--- src/rtl/dmem_arbiter.sv ---
// dmem_arbiter: shares the single-port data memory between the CPU and a DMA port with burst hold and starvation bounds
module dmem_arbiter #(
  parameter int MAXWAIT = 4
) (
  input  logic        clk,
  input  logic        reset,
  input  logic        cpu_req,
  input  logic        cpu_we,
  input  logic [63:0] cpu_addr,
  input  logic [63:0] cpu_wdata,
  output logic        cpu_gnt,
  output logic [63:0] cpu_rdata,
  output logic        cpu_rvalid,
  input  logic        dma_req,
  input  logic        dma_we,
  input  logic [63:0] dma_addr,
  input  logic [63:0] dma_wdata,
  input  logic        dma_last,
  output logic        dma_gnt,
  output logic [63:0] dma_rdata,
  output logic        dma_rvalid,
  output logic        mem_we,
  output logic [63:0] mem_addr,
  output logic [63:0] mem_wdata,
  input  logic [63:0] mem_rdata
);
  typedef enum logic {IDLE = 1'b0, BURST = 1'b1} state_t;
  localparam logic [3:0] MW = 4'(MAXWAIT);
  state_t     r_state;
  logic [3:0] r_cpu_wait;
  logic [3:0] r_dma_wait;
  logic       w_burst;
  logic       w_cpu_force;
  logic       w_dma_force;
  assign w_burst     = r_state == BURST;
  assign w_cpu_force = cpu_req && r_cpu_wait == MW;
  assign w_dma_force = dma_req && r_dma_wait == MW;
  // In BURST the DMA owns the memory unless the CPU has waited MAXWAIT cycles; in IDLE the CPU wins unless the DMA has
  assign cpu_gnt = reset && cpu_req && (w_burst ? (!dma_req || w_cpu_force) : !w_dma_force);
  assign dma_gnt = reset && dma_req && (w_burst ? !w_cpu_force : (!cpu_req || w_dma_force));
  assign mem_we    = (cpu_gnt && cpu_we) || (dma_gnt && dma_we);
  assign mem_addr  = cpu_gnt ? cpu_addr : dma_gnt ? dma_addr : 64'd0;
  assign mem_wdata = cpu_gnt ? cpu_wdata : dma_gnt ? dma_wdata : 64'd0;
  // Burst tracking and saturating wait counters; a forced CPU cycle leaves the DMA beat pending so BURST is kept
  always_ff @(posedge clk or negedge reset) begin
    if (!reset) begin
      r_state    <= IDLE;
      r_cpu_wait <= 4'd0;
      r_dma_wait <= 4'd0;
    end else begin
      r_state    <= w_burst ? (((dma_gnt && dma_last) || !dma_req) ? IDLE : BURST)
                            : ((dma_gnt && !dma_last) ? BURST : IDLE);
      r_cpu_wait <= (cpu_req && !cpu_gnt) ? ((r_cpu_wait == MW) ? MW : r_cpu_wait + 4'd1) : 4'd0;
      r_dma_wait <= (dma_req && !dma_gnt) ? ((r_dma_wait == MW) ? MW : r_dma_wait + 4'd1) : 4'd0;
    end
  end
  // Granted reads capture memory data for the issuing side and pulse its rvalid the following cycle
  always_ff @(posedge clk or negedge reset) begin
    if (!reset) begin
      cpu_rvalid <= 1'b0;
      dma_rvalid <= 1'b0;
      cpu_rdata  <= 64'd0;
      dma_rdata  <= 64'd0;
    end else begin
      cpu_rvalid <= cpu_gnt && !cpu_we;
      dma_rvalid <= dma_gnt && !dma_we;
      if (cpu_gnt && !cpu_we) cpu_rdata <= mem_rdata;
      if (dma_gnt && !dma_we) dma_rdata <= mem_rdata;
    end
  end
endmodule
--- config.mk ---
export PLATFORM = sky130hd
export DESIGN_NAME = dmem_arbiter
export DESIGN_NICKNAME = d
export VERILOG_FILES = /design/src/rtl/dmem_arbiter.sv
export SDC_FILE = /design/constraint.sdc
export NUM_CORES = 1
export LEC_CHECK = 0
export ABC_AREA = 1
export ABC_CLOCK_PERIOD_IN_PS = 1800
export CAP_MARGIN = 0
export CORE_AREA = 2 2 226 228
export CTS_CLUSTER_SIZE = 40
export DETAILED_ROUTE_END_ITERATION = 8
export DIE_AREA = 0 0 228 230
export SLEW_MARGIN = 10
export SYNTH_ARGS = -nofsm -noshare
export SYNTH_HDL_FRONTEND = slang
export SYNTH_SLANG_ARGS = --single-unit
--- constraint.sdc ---
create_clock -name clk -period 1.8 [get_ports clk]
set_input_delay 0.36 -clock clk [delete_from_list [all_inputs] [get_ports clk]]
set_output_delay 0.36 -clock clk [all_outputs]
set_load 0.03 [all_outputs]
=== Yosys cells after proc, flatten, opt, wreduce, memory -nomap -nowiden ===
Index checks and enable logic that the tools add are counted.

* Bits in registers: 139
* Input port bits: 327
* Logic and storage cells: 51

* Equal/unequal tests: 2
* Add/subtract/negate cells: 2
* Reduce and logical (&&, ||, !) cells: 27
* Multiplexer cells: 13

{| class="wikitable"
|+ Operators by type and width
! kind !! number
|-
| 64-bit 2-to-1 mux || 4
|-
| 4-bit 2-to-1 mux || 4
|-
| 1-bit logical AND || 14
|-
| 1-bit logical NOT || 9
|-
| 4-bit by 1-bit adder with 4-bit output, second input constant || 2
|-
| 4-bit by 3-bit == test with 1-bit output, second input constant || 2
|-
| 1-bit 2-to-1 mux || 5
|-
| 1-bit logical OR || 4
|}

=== Depth between registers and ports, before layout ===
Gate-level depths: netlist of run 1.

* Depth after elaboration: 9
* Gate-level depth with buffers: 12

=== Worst setup path after synthesis of run 1 ===
OpenSTA, ideal clock, no wires.

* Path type: flip-flop to output port
* From: reg r_dma_wait[0]
* To: out mem_wdata[54]
* Arrival time: 1.617 ns
* Setup slack: -0.177 ns
* Cell stages (with the launch flop): 11
* Required time: 1.440 ns
* Path through: dfrtp_1 > inv_1 > ha_1 > nand2_1 > nor2_4 > a21oi_2 > nand2_2 > inv_2 > buf_2 > nand2_1 > nand2_1

{| class="wikitable"
|+ RTL lines
! item !! RTL line !! text
|-
| from (decl) || 31 || <nowiki>logic [3:0] r_dma_wait;</nowiki>
|-
| from (signal assigned) || 54 || <nowiki>r_dma_wait <= (dma_req && !dma_gnt) ? ((r_dma_wait == MW) ? MW : r_dma_wait + 4'd1) : 4'd0;</nowiki>
|-
| 4-bit by 3-bit == test with 1-bit output || 37 || <nowiki>assign w_dma_force = dma_req && r_dma_wait == MW;</nowiki>
|-
| 1-bit logical AND || 37 ||
|-
| 1-bit logical NOT || 39 || <nowiki>assign cpu_gnt = reset && cpu_req && (w_burst ? (!dma_req || w_cpu_force) : !w_dma_force);</nowiki>
|-
| 1-bit 2-to-1 mux || 39 ||
|-
| 1-bit logical AND || 39 ||
|-
| named net cpu_gnt || 11 || <nowiki>output logic cpu_gnt,</nowiki>
|-
| 64-bit 2-to-1 mux || 43 || <nowiki>assign mem_wdata = cpu_gnt ? cpu_wdata : dma_gnt ? dma_wdata : 64'd0;</nowiki>
|-
| to (decl) || 24 || <nowiki>output logic [63:0] mem_wdata,</nowiki>
|}

The timed path passes the listed nets, and every way through them passes these cells.

=== Worst setup path after layout of run 1 ===
* From: reg r_dma_wait[0]
* To: out mem_wdata[17]

* Cells in the longest elaborated chain, start to end: 7

{| class="wikitable"
|+ RTL lines
! item !! RTL line !! text
|-
| 4-bit by 3-bit == test with 1-bit output * || 37 ||
|-
| 1-bit logical AND * || 37 ||
|-
| 1-bit logical OR || 40 || <nowiki>assign dma_gnt = reset && dma_req && (w_burst ? !w_cpu_force : (!cpu_req || w_dma_force));</nowiki>
|-
| 1-bit 2-to-1 mux || 40 ||
|-
| 1-bit logical AND || 40 ||
|-
| 64-bit 2-to-1 mux || 43 ||
|-
| 64-bit 2-to-1 mux * || 43 ||
|}

Every way passes the cells marked *; elsewhere a longest branch is shown, timed or not.

==> flow_metrics.py, run 1 <==
metrics = {
    "pwr": {
        "p_comb_share_pct": 45.8,
        "power_switching_uw": 5570,
        "p_sw_share_pct": 37.13,
        "seqPwrFrac_pct": 27.4,
        "peakVddDrop_v": 0.001072,
        "cellPowerDensity_mw_per_mm2": 775.5,
        "p_int_uw": 9431,
        "clockPowerShare_pct": 26.8,
        "p_leak_uw": 0.009379,
        "power.total_uw": 15000,
    },
    "clock_network": {
        "cts_tree": "built",
        "cts_buffer_depth": 2,
        "htree_num_levels": 4,
        "clk_pin_slew_ns": 0.06,
        "clockRootBuffer": "clkbuf_16",
        "cts.sinks": 139,
        "clk_latency_ns": 0.43,
        "cts_buffers": 17,
    },
    "worst_setup_path": {
        "r2r-start": "r_dma_wait[0]$_DFF_PN0_",
        "crit_path_end": "mem_wdata[17]",
        "setup.worst_path.class": "reg -> out",
        "path_depth": 13,
        "worstPathArrival_ns": 2.21,
        "cp_top_family": "buffers and inverters",
        "r2r_cells": 14,
        "crit_slowest_cell": "dfrtp_1",
        "r2r_end": "dma_rdata[29]$_DFFE_PN0P_",
        "path_max_fanout": 5,
        "path_cells": "inv_2 -> ha_4 -> nand2_4 -> nor2_4 -> a21oi_2 -> nand2_4 -> buf_12 -> inv_16 -> buf_12 -> clkbuf_16 -> nand2_2 -> nand2_4 -> buf_12",
        "startpoint_type": "flip-flop",
        "crit_start": "r_dma_wait[0]$_DFF_PN0_",
        "r2r_slack_ns": -0.15,
        "max_stage_delay_ns": 0.36,
        "critical_path_buf_inv_count": 6,
        "critPathCaptureType": "output port",
        "required_ns": 1.44,
    },
    "route": {
        "via_per_inst": 3.993,
        "drtIter0Drc": 458,
        "wire_per_inst_um": 22.24,
        "post-route-drc-count": 0,
        "final_antenna_net_count": 0,
        "dr.pass1.iters": 6,
        "wl_mm": 53.11,
        "vias": 9535,
    },
    "placed_design": {
        "dp.cells": 2285,
        "dp_hpwl_mm": 38.37,
        "io_buffers": 587,
        "post-place-ws_ns": -0.8277,
        "placed_area_mm2": 0.01578,
        "gp_congestion": 1.050,
    },
    "yosys": {
        "mappedNetlistNets": 1355,
        "synth_most_common_cell": "nand2_1",
        "ys_types": 26,
        "yosysWarnings": 0,
        "netlist.area_leader.share_pct": 46.25,
        "syn_area_mm2": 0.007521,
        "seq_area_frac_synth_pct": 46.25,
        "synth_top_area_cell": "dfrtp_1",
        "ys.flop_type": "dfrtp_1",
        "synthTopCellsByCount": "nand2_1, dfrtp_1, nand2_2, buf_6, inv_1",
        "synthTopCellsByArea": "dfrtp_1, nand2_1, nand2_2",
        "yosys_register_bits": 139,
        "synth.avg_cell_area_um2": 7.345,
        "netlist_instances": 1024,
        "synthArstFlopShare_pct": 100.0,
        "synth_edf_count": 0,
    },
    "sta": {
        "holdWs_ns": 0.004971,
        "relSlewSlack_pct": 57.44,
        "fmax_mhz": 389.1,
        "slew_viol_final": 0,
        "finClkSkew_ns": 0.01136,
        "fin_ws_ns": -0.7699,
        "period_share_pct": 142.8,
        "setup_viol": 357,
        "worst_slew_pin_slew_ns": 0.6383,
        "min_period_ns": 2.570,
        "rsz0062_at_grt": "yes",
        "hold_viol": 0,
    },
    "hold_path": {
        "hold_path.class": "in -> async",
    },
    "layout": {
        "design_area_mm2": 0.01934,
        "final_layout_size_suffix_gt1_share_pct": 36.28,
        "fin_cells": 2388,
        "area_delta_synth_final_pct": 157.2,
        "layout.nets": 2027,
    },
    "floorplan": {
        "core_area_mm2": 0.04986,
        "start_util_pct": 15.08,
        "dieArea_mm2": 0.05244,
        "die_h_um": 230,
        "die_x_um": 228,
        "core.rowCount": 82,
        "pin_count": 588,
    },
    "global_routing": {
        "antenna_found_initial": 18,
        "grt_start_max_net_pins": 101,
        "grt_usage_pct": 19.21,
        "globalRouteOverflowTotal": 0,
        "grt_pass1_vias": 9969,
        "grt_pass1_wl_mm": 72.46,
    },
    "run": {
        "drv_cap": 0,
    },
    "status": {
        "violations": "setup timing",
        "outcome": "finished with violations",
    },
}
## layer usage
layer	share of wire, %	track usage, %	wire (µm)
met1	37	21.75	19900
met2	50	32.64	26480
met5	0.14	0	72
met4	4.7	9.702	2521
met3	7.8	6.002	4135
## how the worst min path moves through the flow
stage	startpoint	end	depth (start not counted)
finish	reset	cpu_rdata[7]$_DFFE_PN0P_	2
global route	reset	cpu_rdata[7]$_DFFE_PN0P_	2
CTS	reset	cpu_rdata[8]$_DFFE_PN0P_	2
detailed placement	reset	r_state$_DFF_PN0_	3
global placement	reset	r_state$_DFF_PN0_	3
floorplan	reset	cpu_rdata[0]$_DFFE_PN0P_	0
## logic make-up (layout without fill, tap and decap cells)
group,count (synthesis),after routing,synth area share [%]
xor+xnor,4,4,0.4659
flops,139,139,46.25
simple gates,801,801,43.04
fa+ha+maj,4,4,0.6655
other cells,0,7,0
compound gates,4,4,0.3328
buf+inv,72,757,9.250
## layout by cell type, fill, tap and decap left out, types with 4 or more instances in the layout
master,Yosys,layout
inv_1,13,9
buf_6,34,55
nand3_1,5,4
nand2_4,2,254
dlygate4sd2_1,0,6
inv_2,3,5
nor2_1,6,6
buf_8,1,10
clkinv_4,0,4
nand2_8,0,8
nand2_1,716,468
buf_4,1,39
buf_16,0,20
nand2_2,65,53
bufinv_16,0,5
clkdlybuf4s50_1,0,446
clkbuf_16,0,29
buf_12,8,115
dfrtp_1,139,139
diode_2,0,7
## cell type report
class | instances | area (µm²)
repair inverters | 3 | 66.31
flip-flops and latches | 139 | 3478
repair buffers | 705 | 8755
well taps | 672 | 840.8
clock buffers | 18 | 439.2
clock inverters | 14 | 230.2
fillers | 4871 | 30520
diodes | 7 | 17.52
inverters | 17 | 113.9
multi-input cells | 813 | 5403
## stage by stage
stage	utilization (%)	setup TNS [ns]
floorplan	-	-5.528
global placement	31.65	-134.36
detailed placement	31.65	-137.67
CTS	37.35	-111.88
global route	38.78	-132.88
finish	38.79	-101.78
## worst reg2reg max path: stages, from the launching register on
cell and delay (ns):
dfrtp_1 0.39, inv_2 0.09, ha_4 0.15, nand2_4 0.05, nor2_4 0.11, nand2_2 0.08, nand3_4 0.09, buf_4 0.12
buf_6 0.09, nand3_4 0.06, buf_12 0.18, buf_12 0.17, clkbuf_16 0.16, nand2_1 0.06, nand2_1 0.05
## power by group through the flow
stage | registers (µW) | clock network (µW) | logic, µW
global placement | 4110 | 0 | 6100
global route | 4170 | 4230 | 7210
detailed placement | 4130 | 0 | 6110
finish | 4110 | 4020 | 6870
floorplan | 5280 | 0 | 1610
CTS | 4100 | 4130 | 6750
## timing repair
item                                    CTS  global route
endpoints found under the setup margin  388           381
hold buffers                              1             0
setup buffers                            26            12
resized for setup                       346           112
gates cloned                             22            16
pin swaps                                32            20
hold endpoints to repair                  9             0
## sequential cells by signal (all words and copies together) (netlist names)
name and cells:
cpu_rdata 64, r_state 1, dma_rdata 64, r_dma_wait 4
dma_rvalid 1, r_cpu_wait 4, cpu_rvalid 1
(Power assumes the default switching activity.)
==> run 2: changes to the inputs <==
==> constraint.sdc (replaced) <==
create_clock -name clk -period 1.8 [get_ports clk]
set_input_delay 0.36 -clock clk [delete_from_list [all_inputs] [get_ports clk]]
set_output_delay 0.36 -clock clk [all_outputs]
set_load 0.1 [all_outputs]
==> flow_metrics.py, run 2 (synthesized netlist as in run 1, its figures left out) <==
metrics = {
    "status": {
        "outcome": "finished with violations",
        "violations": "setup timing",
    },
    "sta": {
        "relSlewSlack_pct": 51.94,
        "fmax_mhz": 385.1,
        "rsz0062_at_grt": "yes",
        "min_period_ns": 2.597,
        "setup_viol": 239,
        "period_share_pct": 144.3,
        "worst_slew_pin_slew_ns": 0.7209,
        "hold_viol": 0,
        "slew_viol_final": 0,
        "finClkSkew_ns": 0.008223,
        "fin_ws_ns": -0.7970,
    },
    "global_routing": {
        "grt_pass1_wl_mm": 72.44,
        "grt_pass1_vias": 10267,
        "grt_usage_pct": 18.96,
        "globalRouteOverflowTotal": 0,
        "antenna_found_initial": 10,
        "grt_start_max_net_pins": 118,
    },
    "clock_network": {
        "cts_buffers": 17,
        "cts_tree": "built",
        "clockRootBuffer": "clkbuf_16",
        "cts.sinks": 139,
        "cts_buffer_depth": 2,
        "htree_num_levels": 4,
        "clk_pin_slew_ns": 0.06,
        "clk_latency_ns": 0.43,
    },
    "placed_design": {
        "placed_area_mm2": 0.01951,
        "io_buffers": 587,
        "dp_hpwl_mm": 39.66,
        "gp_congestion": 0.9679,
    },
    "layout": {
        "most-common-layout-cells": "nand2_1, clkdlybuf4s50_1, buf_12, dfrtp_1, nand2_8",
        "utilization_pct": 44.14,
        "design_area_mm2": 0.02201,
        "seqCellArea_mm2": 0.003478,
        "final_layout_size_suffix_gt1_share_pct": 46.88,
        "layout_commonest_cell": "nand2_1",
        "reg_top3": "cpu_rdata: 64 flops, dma_rdata: 64 flops",
        "area_delta_synth_final_pct": 192.6,
        "multi_input_area_mm2": 0.006526,
        "layout.nets": 2036,
        "fillCellCount": 4566,
    },
    "pwr": {
        "p_int_uw": 10760,
        "peakVddDrop_v": 0.0009866,
        "p_sw_share_pct": 48.82,
        "p_leak_uw": 0.01002,
        "clockPowerShare_pct": 17.2,
        "seqPwrFrac_pct": 21.1,
        "p_comb_share_pct": 61.7,
        "power_switching_uw": 10270,
        "power.total_uw": 21030,
        "cellPowerDensity_mw_per_mm2": 955.8,
    },
    "worst_setup_path": {
        "setup.worst_path.class": "reg -> out",
        "worstPathArrival_ns": 2.24,
        "required_ns": 1.44,
        "r2r_slack_ns": -0.17,
        "critPathCaptureType": "output port",
        "startpoint_type": "flip-flop",
        "path_max_fanout": 9,
    },
    "route": {
        "final_antenna_net_count": 0,
        "wire_per_inst_um": 21.01,
        "dr.pass1.iters": 4,
        "post-route-drc-count": 0,
        "vias": 9363,
        "drtIter0Drc": 341,
        "wl_mm": 50.35,
        "via_per_inst": 3.908,
    },
    "floorplan": {
        "die_x_um": 228,
        "start_util_pct": 15.08,
        "core_area_mm2": 0.04986,
        "die_h_um": 230,
        "pin_count": 588,
        "dieArea_mm2": 0.05244,
        "core.rowCount": 82,
    },
    "run": {
        "drv_cap": 0,
    },
    "hold_path": {
        "hold_path.class": "in -> async",
    },
}
## run 2: repair_timing
action	4_1_cts	5_1_grt
endpoints found under the setup margin	215	260
setup buffers	18	6
hold endpoints to repair	22	0
hold buffers	1	0
gates resized for setup	163	78
gates cloned	19	5
pin swaps	8	5
## run 2: path summary, 6_finish.rpt
path	startpoint	end	depth (start not counted)
worst max-delay path	r_cpu_wait[0]$_DFF_PN0_	mem_addr[52]	12
worst min-delay path	reset	r_state$_DFF_PN0_	2
worst max register to register	r_dma_wait[0]$_DFF_PN0_	cpu_rdata[42]$_DFFE_PN0P_	13
worst min register to register	cpu_rdata[3]$_DFFE_PN0P_	cpu_rdata[3]$_DFFE_PN0P_	2
max in group asynchronous	reset	cpu_rdata[21]$_DFFE_PN0P_	4
min in group clk	reset	r_state$_DFF_PN0_	6
## run 2: final cells by class
cell class	instances	share of cell area, %
Timing Repair Buffer	715	47.46
Timing Repair inverter	1	0.07391
Tap cell	672	3.821
Antenna cell	7	0.07960
Clock buffer	21	2.092
Clock inverter	10	0.6311
Sequential cell	139	15.81
Multi-Input combinational cell	814	29.65
Inverter	17	0.3809
## run 2: worst max-delay path, cell delays in order, from the launching register on
cell       delay [ns]
dfrtp_1          0.39
inv_2            0.09
ha_4             0.14
nand3_4          0.09
nand2_4          0.09
nand3_4          0.08
nand2_4          0.10
clkinv_8         0.12
buf_12           0.18
clkbuf_16        0.17
nand2_4          0.11
nand2_8          0.06
buf_12           0.16
## run 2: per-layer routing
layer	track usage (%)	vias to the layer above	wire length [µm]
met3	6.783	53	4326
met5	0	-	46
li1	-	4439	-
met4	7.190	8	1555
met1	20.45	4460	18350
met2	33.93	403	26070
## run 2: through the flow
stage | instances | setup WS [ns] | TNS [ns] | hold WS [ns]
CTS | 2379 | -0.8339 | -110.34 | 0.2780
floorplan | 1024 | -0.3501 | -22.17 | 0.06441
finish | 2396 | -0.7970 | -103.34 | 0.2897
global route | 2393 | -0.8836 | -129.48 | 0.2852
global placement | 2311 | -0.7088 | -110.84 | 0.1516
detailed placement | 2311 | -0.6646 | -104.98 | 0.1524
## run 2: power groups by stage
stage / sequential [µW] / combinational [µW] / clock [µW]
finish: 4430 / 13000 / 3620
global route: 4500 / 13400 / 3820
CTS: 4440 / 12900 / 3750
detailed placement: 4470 / 12500 / 0
global placement: 4440 / 12500 / 0
floorplan: 8420 / 3110 / 0
